===== config.mk =====
export PLATFORM = sky130hd
export DESIGN_NAME = ahb_lite_master
export DESIGN_NICKNAME = d
export VERILOG_FILES = /design/src/rtl/ahb_lite_master.sv
export SDC_FILE = /design/constraint.sdc
export NUM_CORES = 1
export LEC_CHECK = 0
export ABC_AREA = 1
export CORE_MARGIN = 2
export CORE_UTILIZATION = 55
export CTS_BUF_LIST = sky130_fd_sc_hd__clkbuf_8
export CTS_CLUSTER_DIAMETER = 60
export DETAILED_ROUTE_END_ITERATION = 12
export DONT_BUFFER_PORTS = 1
export PLACE_DENSITY = 0.68
export SYNTH_ARGS = -nofsm -noshare
export SYNTH_HDL_FRONTEND = slang
export SYNTH_SLANG_ARGS = --single-unit

===== constraint.sdc =====
create_clock -name clk -period 3.4 [get_ports clk]
set_input_delay 0.17 -clock clk [delete_from_list [all_inputs] [get_ports clk]]
set_output_delay 0.17 -clock clk [all_outputs]
set_load 0.01 [all_outputs]

===== src/rtl/ahb_lite_master.sv =====
// AHB-Lite initiator: runs one burst command at a time as pipelined NONSEQ/SEQ
// transfers, returning read beats and a done/error status.
module ahb_lite_master #(
    parameter int ADDR_WIDTH = 7,
    parameter int BEAT_WIDTH = 7
) (
    input  logic                  clk,
    input  logic                  nRst,
    input  logic                  cmdValid,
    output logic                  cmdReady,
    input  logic                  cmdWrite,
    input  logic [ADDR_WIDTH-1:0] cmdAddr,
    input  logic [1:0]            cmdSize,
    input  logic                  cmdIncr,
    input  logic [BEAT_WIDTH-1:0] cmdBeats,
    input  logic [31:0]           wrData,
    output logic                  wrPop,
    output logic                  rdValid,
    output logic [31:0]           rdData,
    output logic                  done,
    output logic                  doneError,
    input  logic                  hready,
    input  logic                  hresp,
    input  logic [31:0]           hrdata,
    output logic                  hsel,
    output logic [ADDR_WIDTH-1:0] haddr,
    output logic [1:0]            htrans,
    output logic [1:0]            hsize,
    output logic                  hwrite,
    output logic [2:0]            hburst,
    output logic [31:0]           hwdata
);
    localparam logic [1:0] TR_IDLE   = 2'b00;
    localparam logic [1:0] TR_NONSEQ = 2'b10;
    localparam logic [1:0] TR_SEQ    = 2'b11;
    localparam logic [2:0] BR_SINGLE = 3'b000;
    localparam logic [2:0] BR_INCR   = 3'b001;

    typedef enum logic [1:0] {S_IDLE, S_ADDR, S_DATA, S_ERR} state_t;

    state_t                r_state, w_state;
    logic [ADDR_WIDTH-1:0] r_haddr, w_haddr;
    logic [1:0]            r_htrans, w_htrans;
    logic [1:0]            r_hsize, w_hsize;
    logic                  r_hwrite, w_hwrite;
    logic [2:0]            r_hburst, w_hburst;
    logic [31:0]           r_hwdata, w_hwdata;
    logic                  r_incr, w_incr;
    logic [BEAT_WIDTH:0]   r_beats, w_beats;
    logic [BEAT_WIDTH:0]   r_issued, w_issued;
    logic [BEAT_WIDTH:0]   r_cmpl, w_cmpl;
    logic                  r_dphase, w_dphase;
    logic                  r_dwrite, w_dwrite;
    logic                  r_rdValid, w_rdValid;
    logic [31:0]           r_rdData, w_rdData;
    logic                  r_done, w_done;
    logic                  r_doneErr, w_doneErr;

    logic                  w_aphDone, w_dphOk, w_dphErr;
    logic [ADDR_WIDTH-1:0] w_step;

    assign w_aphDone = (r_htrans != TR_IDLE) && hready && !hresp;
    assign w_dphOk   = r_dphase && hready && !hresp && (r_state != S_ERR);
    assign w_dphErr  = r_dphase && hresp;
    assign w_step    = r_incr ? (ADDR_WIDTH'(1) << r_hsize) : '0;

    always_ff @(posedge clk or negedge nRst) begin
        if (!nRst) begin
            r_state   <= S_IDLE;
            r_haddr   <= '0;
            r_htrans  <= TR_IDLE;
            r_hsize   <= '0;
            r_hwrite  <= 1'b0;
            r_hburst  <= '0;
            r_hwdata  <= '0;
            r_incr    <= 1'b0;
            r_beats   <= '0;
            r_issued  <= '0;
            r_cmpl    <= '0;
            r_dphase  <= 1'b0;
            r_dwrite  <= 1'b0;
            r_rdValid <= 1'b0;
            r_rdData  <= '0;
            r_done    <= 1'b0;
            r_doneErr <= 1'b0;
        end else begin
            r_state   <= w_state;
            r_haddr   <= w_haddr;
            r_htrans  <= w_htrans;
            r_hsize   <= w_hsize;
            r_hwrite  <= w_hwrite;
            r_hburst  <= w_hburst;
            r_hwdata  <= w_hwdata;
            r_incr    <= w_incr;
            r_beats   <= w_beats;
            r_issued  <= w_issued;
            r_cmpl    <= w_cmpl;
            r_dphase  <= w_dphase;
            r_dwrite  <= w_dwrite;
            r_rdValid <= w_rdValid;
            r_rdData  <= w_rdData;
            r_done    <= w_done;
            r_doneErr <= w_doneErr;
        end
    end

    always_comb begin
        w_state   = r_state;
        w_haddr   = r_haddr;
        w_htrans  = r_htrans;
        w_hsize   = r_hsize;
        w_hwrite  = r_hwrite;
        w_hburst  = r_hburst;
        w_hwdata  = r_hwdata;
        w_incr    = r_incr;
        w_beats   = r_beats;
        w_issued  = r_issued;
        w_cmpl    = r_cmpl;
        w_dphase  = r_dphase;
        w_dwrite  = r_dwrite;
        w_rdValid = 1'b0;
        w_rdData  = r_rdData;
        w_done    = 1'b0;
        w_doneErr = 1'b0;

        // A completing data phase retires here; an overlapping address phase re-arms it below.
        if (w_dphOk) begin
            w_cmpl   = r_cmpl + 1'b1;
            w_dphase = 1'b0;
            if (!r_dwrite) begin
                w_rdValid = 1'b1;
                w_rdData  = hrdata;
            end
        end

        case (r_state)
            S_IDLE: begin
                if (cmdValid) begin
                    if (cmdSize == 2'd3) begin
                        w_done    = 1'b1;
                        w_doneErr = 1'b1;
                    end else begin
                        w_haddr  = cmdAddr;
                        w_htrans = TR_NONSEQ;
                        w_hsize  = cmdSize;
                        w_hwrite = cmdWrite;
                        w_hburst = (cmdBeats == BEAT_WIDTH'(1)) ? BR_SINGLE : BR_INCR;
                        w_incr   = cmdIncr;
                        w_beats  = {(cmdBeats == '0), cmdBeats};
                        w_issued = '0;
                        w_cmpl   = '0;
                        w_state  = S_ADDR;
                    end
                end
            end
            S_ADDR, S_DATA: begin
                if (w_dphErr) begin
                    // Cancel any pending address phase; a one-cycle ERROR finishes at once.
                    w_htrans = TR_IDLE;
                    if (hready) begin
                        w_dphase  = 1'b0;
                        w_done    = 1'b1;
                        w_doneErr = 1'b1;
                        w_state   = S_IDLE;
                    end else begin
                        w_state = S_ERR;
                    end
                end else if (r_state == S_ADDR && w_aphDone) begin
                    w_dphase = 1'b1;
                    w_dwrite = r_hwrite;
                    if (r_hwrite)
                        w_hwdata = wrData;
                    w_issued = r_issued + 1'b1;
                    if (w_issued == r_beats) begin
                        w_htrans = TR_IDLE;
                        w_state  = S_DATA;
                    end else begin
                        w_haddr  = r_haddr + w_step;
                        w_htrans = TR_SEQ;
                    end
                end else if (r_state == S_DATA && w_dphOk && w_cmpl == r_beats) begin
                    w_done  = 1'b1;
                    w_state = S_IDLE;
                end
            end
            S_ERR: begin
                if (hready) begin
                    w_dphase  = 1'b0;
                    w_done    = 1'b1;
                    w_doneErr = 1'b1;
                    w_state   = S_IDLE;
                end
            end
            default: w_state = S_IDLE;
        endcase
    end

    assign cmdReady  = (r_state == S_IDLE);
    assign wrPop     = (r_state == S_ADDR) && r_hwrite && w_aphDone;
    assign rdValid   = r_rdValid;
    assign rdData    = r_rdData;
    assign done      = r_done;
    assign doneError = r_doneErr;
    assign hsel      = (r_htrans != TR_IDLE);
    assign haddr     = r_haddr;
    assign htrans    = r_htrans;
    assign hsize     = r_hsize;
    assign hwrite    = r_hwrite;
    assign hburst    = r_hburst;
    assign hwdata    = r_hwdata;
endmodule


==> flow_summary_export.csv <==
group,metric,value,unit
status,status,"complete, no violations",
synth,synth_area_leader_cell,"dfrtp_1",
critical_path,path_common_cell,"inv_1",
timing,tightest_slew,0.8917,ns
critical_path,regToRegEndpoint,"hwdata[13]",
floorplan,core_area,0.009240,sq mm
timing,setup_tns,0,ns
clock_tree,cts-root-buf,"clkbuf_8",
clock_tree,clockBufferDepth,2,
routing,dr.pass1.iters,5,
timing,clock_skew,0.01768,ns
synth,synth_warnings,0,
run,drv_cap,0,
timing,fmax,402.3,MHz
global_routing,grt_pass1_vias,4334,
timing,rsz0062_at_grt,"false",
synth,synthCells,603,
clock_tree,tritoncts,"built",
final_layout,antennaDiodeCount,0,
synth,netlist_area,0.005236,sq mm
global_routing,grt_pass1_wl,20.20,mm
floorplan,io_pins,172,
timing,setup_viol_count_final,0,
timing,final_max_slew_viol_count,0,
critical_path,cp-start-kind,"register",
synth,syn_avg_cell_area,8.684,sq um
floorplan,fp.dieW,101.6,um
critical_path,cpMaxStageDelayCell,"nand2_2",
routing,viasPerCell,5.248,
routing,wl_per_cell,15.52,um
clock_tree,clk_latency,0.38,ns
critical_path,crit_type,"reg -> reg",
clock_tree,post_cts_resized,0,
placed_design,hpwlAfterDp,8.116,mm
critical_path,startpoint,"r_state[0]",
synth,synth_edf_count,0,
critical_path,ff2ff_path_depth,7,
critical_path,end_kind,"register",
critical_path,crit_arrival,2.74,ns
critical_path,crit_path_end,"hwdata[13]",
timing,slew-limit-headroom,0.4049,
routing,vias,4293,
critical_path,path_max_fanout,33,
final_layout,synthToLayoutAreaGrowth,22.17,%
worst_hold_path,hold_class,"in -> reg",
critical_path,r2r-start,"r_state[0]",
placed_design,io_buffer_count,0,
floorplan,start_util,0.5667,
timing,fin_crit,2.486,ns
routing,initialDrtViolationCount,208,
global_routing,grt_overflow_total,0,
synth,synth.area.top_cells,"dfrtp_1 (52%), nand2_1 (16%), mux2_2 (6.9%)",
final_layout,fin_nets,782,
timing,period_share,0.7311,
pwr,p_total,5.060,mW
timing,worst_slack,0.9144,ns
critical_path,required,3.65,ns
pwr,p_leak,3.205,nW
timing,final-hold-violation-count,0,
final_layout,fillers,684,
floorplan,die_h,101.6,um
floorplan,die-area,0.01032,sq mm
synth,synth_top_area_share,0.5209,
routing,route.detailed.drc,0,
clock_tree,htreeDepth,3,
global_routing,grt_max_degree,110,
global_routing,grt_use_total,0.2473,
placed_design,gp_congestion,0.9305,
pwr,peakVddDrop,0.0004413,V
routing,totalWireLength,12.69,mm
synth,synth.distinct_cells,32,
pwr,powerDensity,790.9,mW/mm^2
critical_path,cp_slowest_stage_delay,0.46,ns
final_layout,final_layout_size_suffix_gt1_frac,0.09579,
floorplan,num_rows,35,
timing,hold_slack,0.01218,ns
clock_tree,cts_buffers,9,
synth,async_flop_share,1.000,
placed_design,dp_slack,0.9221,ns
synth,ys_ff_latch,109,
synth,synth.cells.most_frequent,"nand2_1 (221), dfrtp_1 (109), inv_1 (53)",
routing,antenna_left,0,
synth,synth-main-ff-cell,"dfrtp_1",
critical_path,r2r_slack,0.91,ns
clock_tree,clkSinkCount,109,
synth,yosysMostFrequentCell,"nand2_1",
critical_path,path_cells,"inv_1 > ha_1 > buf_4 > inv_1 > nor2_1 > nand2_2 > mux2_2",
global_routing,antenna_found_initial,0,
synth,ys_seq_area_frac,0.5209,
clock_tree,cts.reportedPaths.clkPinSlew,0.12,ns
## repair_timing
item,CTS,global route
endpoints found under the setup margin,0,0
buffers inserted,0,0
hold endpoints to repair,192,0
hold buffers,83,0
## per-layer routing
layer / track usage / vias to the layer above / routed length, um / part of all wire
li1: - / 2089 / - / -
met1: 0.2968 / 2042 / 5119 / 0.40
met2: 0.4423 / 140 / 6572 / 0.52
met3: 0.05728 / 22 / 786 / 0.062
met4: 0.07277 / 0 / 217 / 0.017
met5: 0 / - / 0 / 0
## area by class of cell
type	instances	area [sq um]	share of cell area
clock buffer	9	123.9	0.01936
timing repair buffer	86	870.8	0.1361
multi-input combinational	422	2201	0.3440
inverter	56	210.2	0.03286
sequential	109	2728	0.4264
clock inverter	7	102.6	0.01604
tap	129	161.4	0.02523
## where the power goes
group	leakage (nW)	switching [mW]	internal, mW
clock	0.113	0.496	0.368
combinational	1.69	1.01	0.686
sequential	1.40	0.672	1.83
total	3.20	2.18	2.88
## critical path, delay by kind of cell (launching register included)
kind                       cells  cell delay (ns)
and+or+nand+nor                2             0.71
buffers and inverters          3             0.49
muxes                          1             0.45
DFF                            1             0.42
adders and majority gates      1             0.28
## cell families (layout without fill, tap and decap cells)
group,Yosys count,count (layout),share of synthesized area
AND/OR/NAND/NOR,310,310,0.2428
flip-flops,109,109,0.5209
AO/OA/AOI/OAI,57,57,0.06213
other,1,2,0.0007162
XOR/XNOR,9,9,0.01505
adder cells (fa/ha/maj),11,11,0.02772
multiplexers,33,33,0.07073
buffers and inverters,73,158,0.05997
## cells in the final DEF, fill, tap and decap left out, types with 2 or more instances in the layout
master and n:
nand2_1 221, dfrtp_1 109, dlygate4sd3_1 82, inv_1 53
nor2_1 36, mux2_2 32, o21ai_0 30, nand3_1 29
ha_1 10, clkbuf_8 9, nor3_1 8, a21oi_1 8
nand4_1 7, xor2_1 6, o22ai_1 6, o21ai_1 5
inv_2 3, nand3_2 3, xnor2_1 3, o21ai_2 3
buf_4 3, o221ai_1 2, a31oi_1 2, nand3b_1 2
nor2_2 2, conb_1 2, clkinv_8 2, inv_8 2
## sequential cells by signal, indices dropped and copies added, names as in the netlist, 2 cells and up
signal / cells
haddr: 7
hwdata: 32
hsize: 2
r_beats: 8
htrans: 2
r_state: 2
r_cmpl: 8
r_issued: 8
rdData: 32
## worst min path at each step
stage,end,slack (ns),startpoint,depth (start not counted)
3_5_place_dp,r_issued[5],-0.12,nRst,0
6_report,haddr[5],0.01,cmdAddr[5],2
2_1_floorplan,done,-0.13,nRst,0
4_1_cts,haddr[1],0.002,cmdAddr[1],2
5_1_grt,r_state[0],0.01,hready,3
3_3_place_gp,r_issued[5],-0.12,nRst,0
## through the flow
| stage | utilization | instances | instance area [sq um] |
|---|---|---|---|
| floorplan | - | 604 | 5240 |
| global placement | 0.5760 | 719 | 5323 |
| detailed placement | 0.5760 | 719 | 5323 |
| CTS | 0.6923 | 818 | 6397 |
| global route | 0.6923 | 818 | 6397 |
| finish | 0.6923 | 818 | 6397 |
Note: power is estimated with default switching activity, not from simulation.
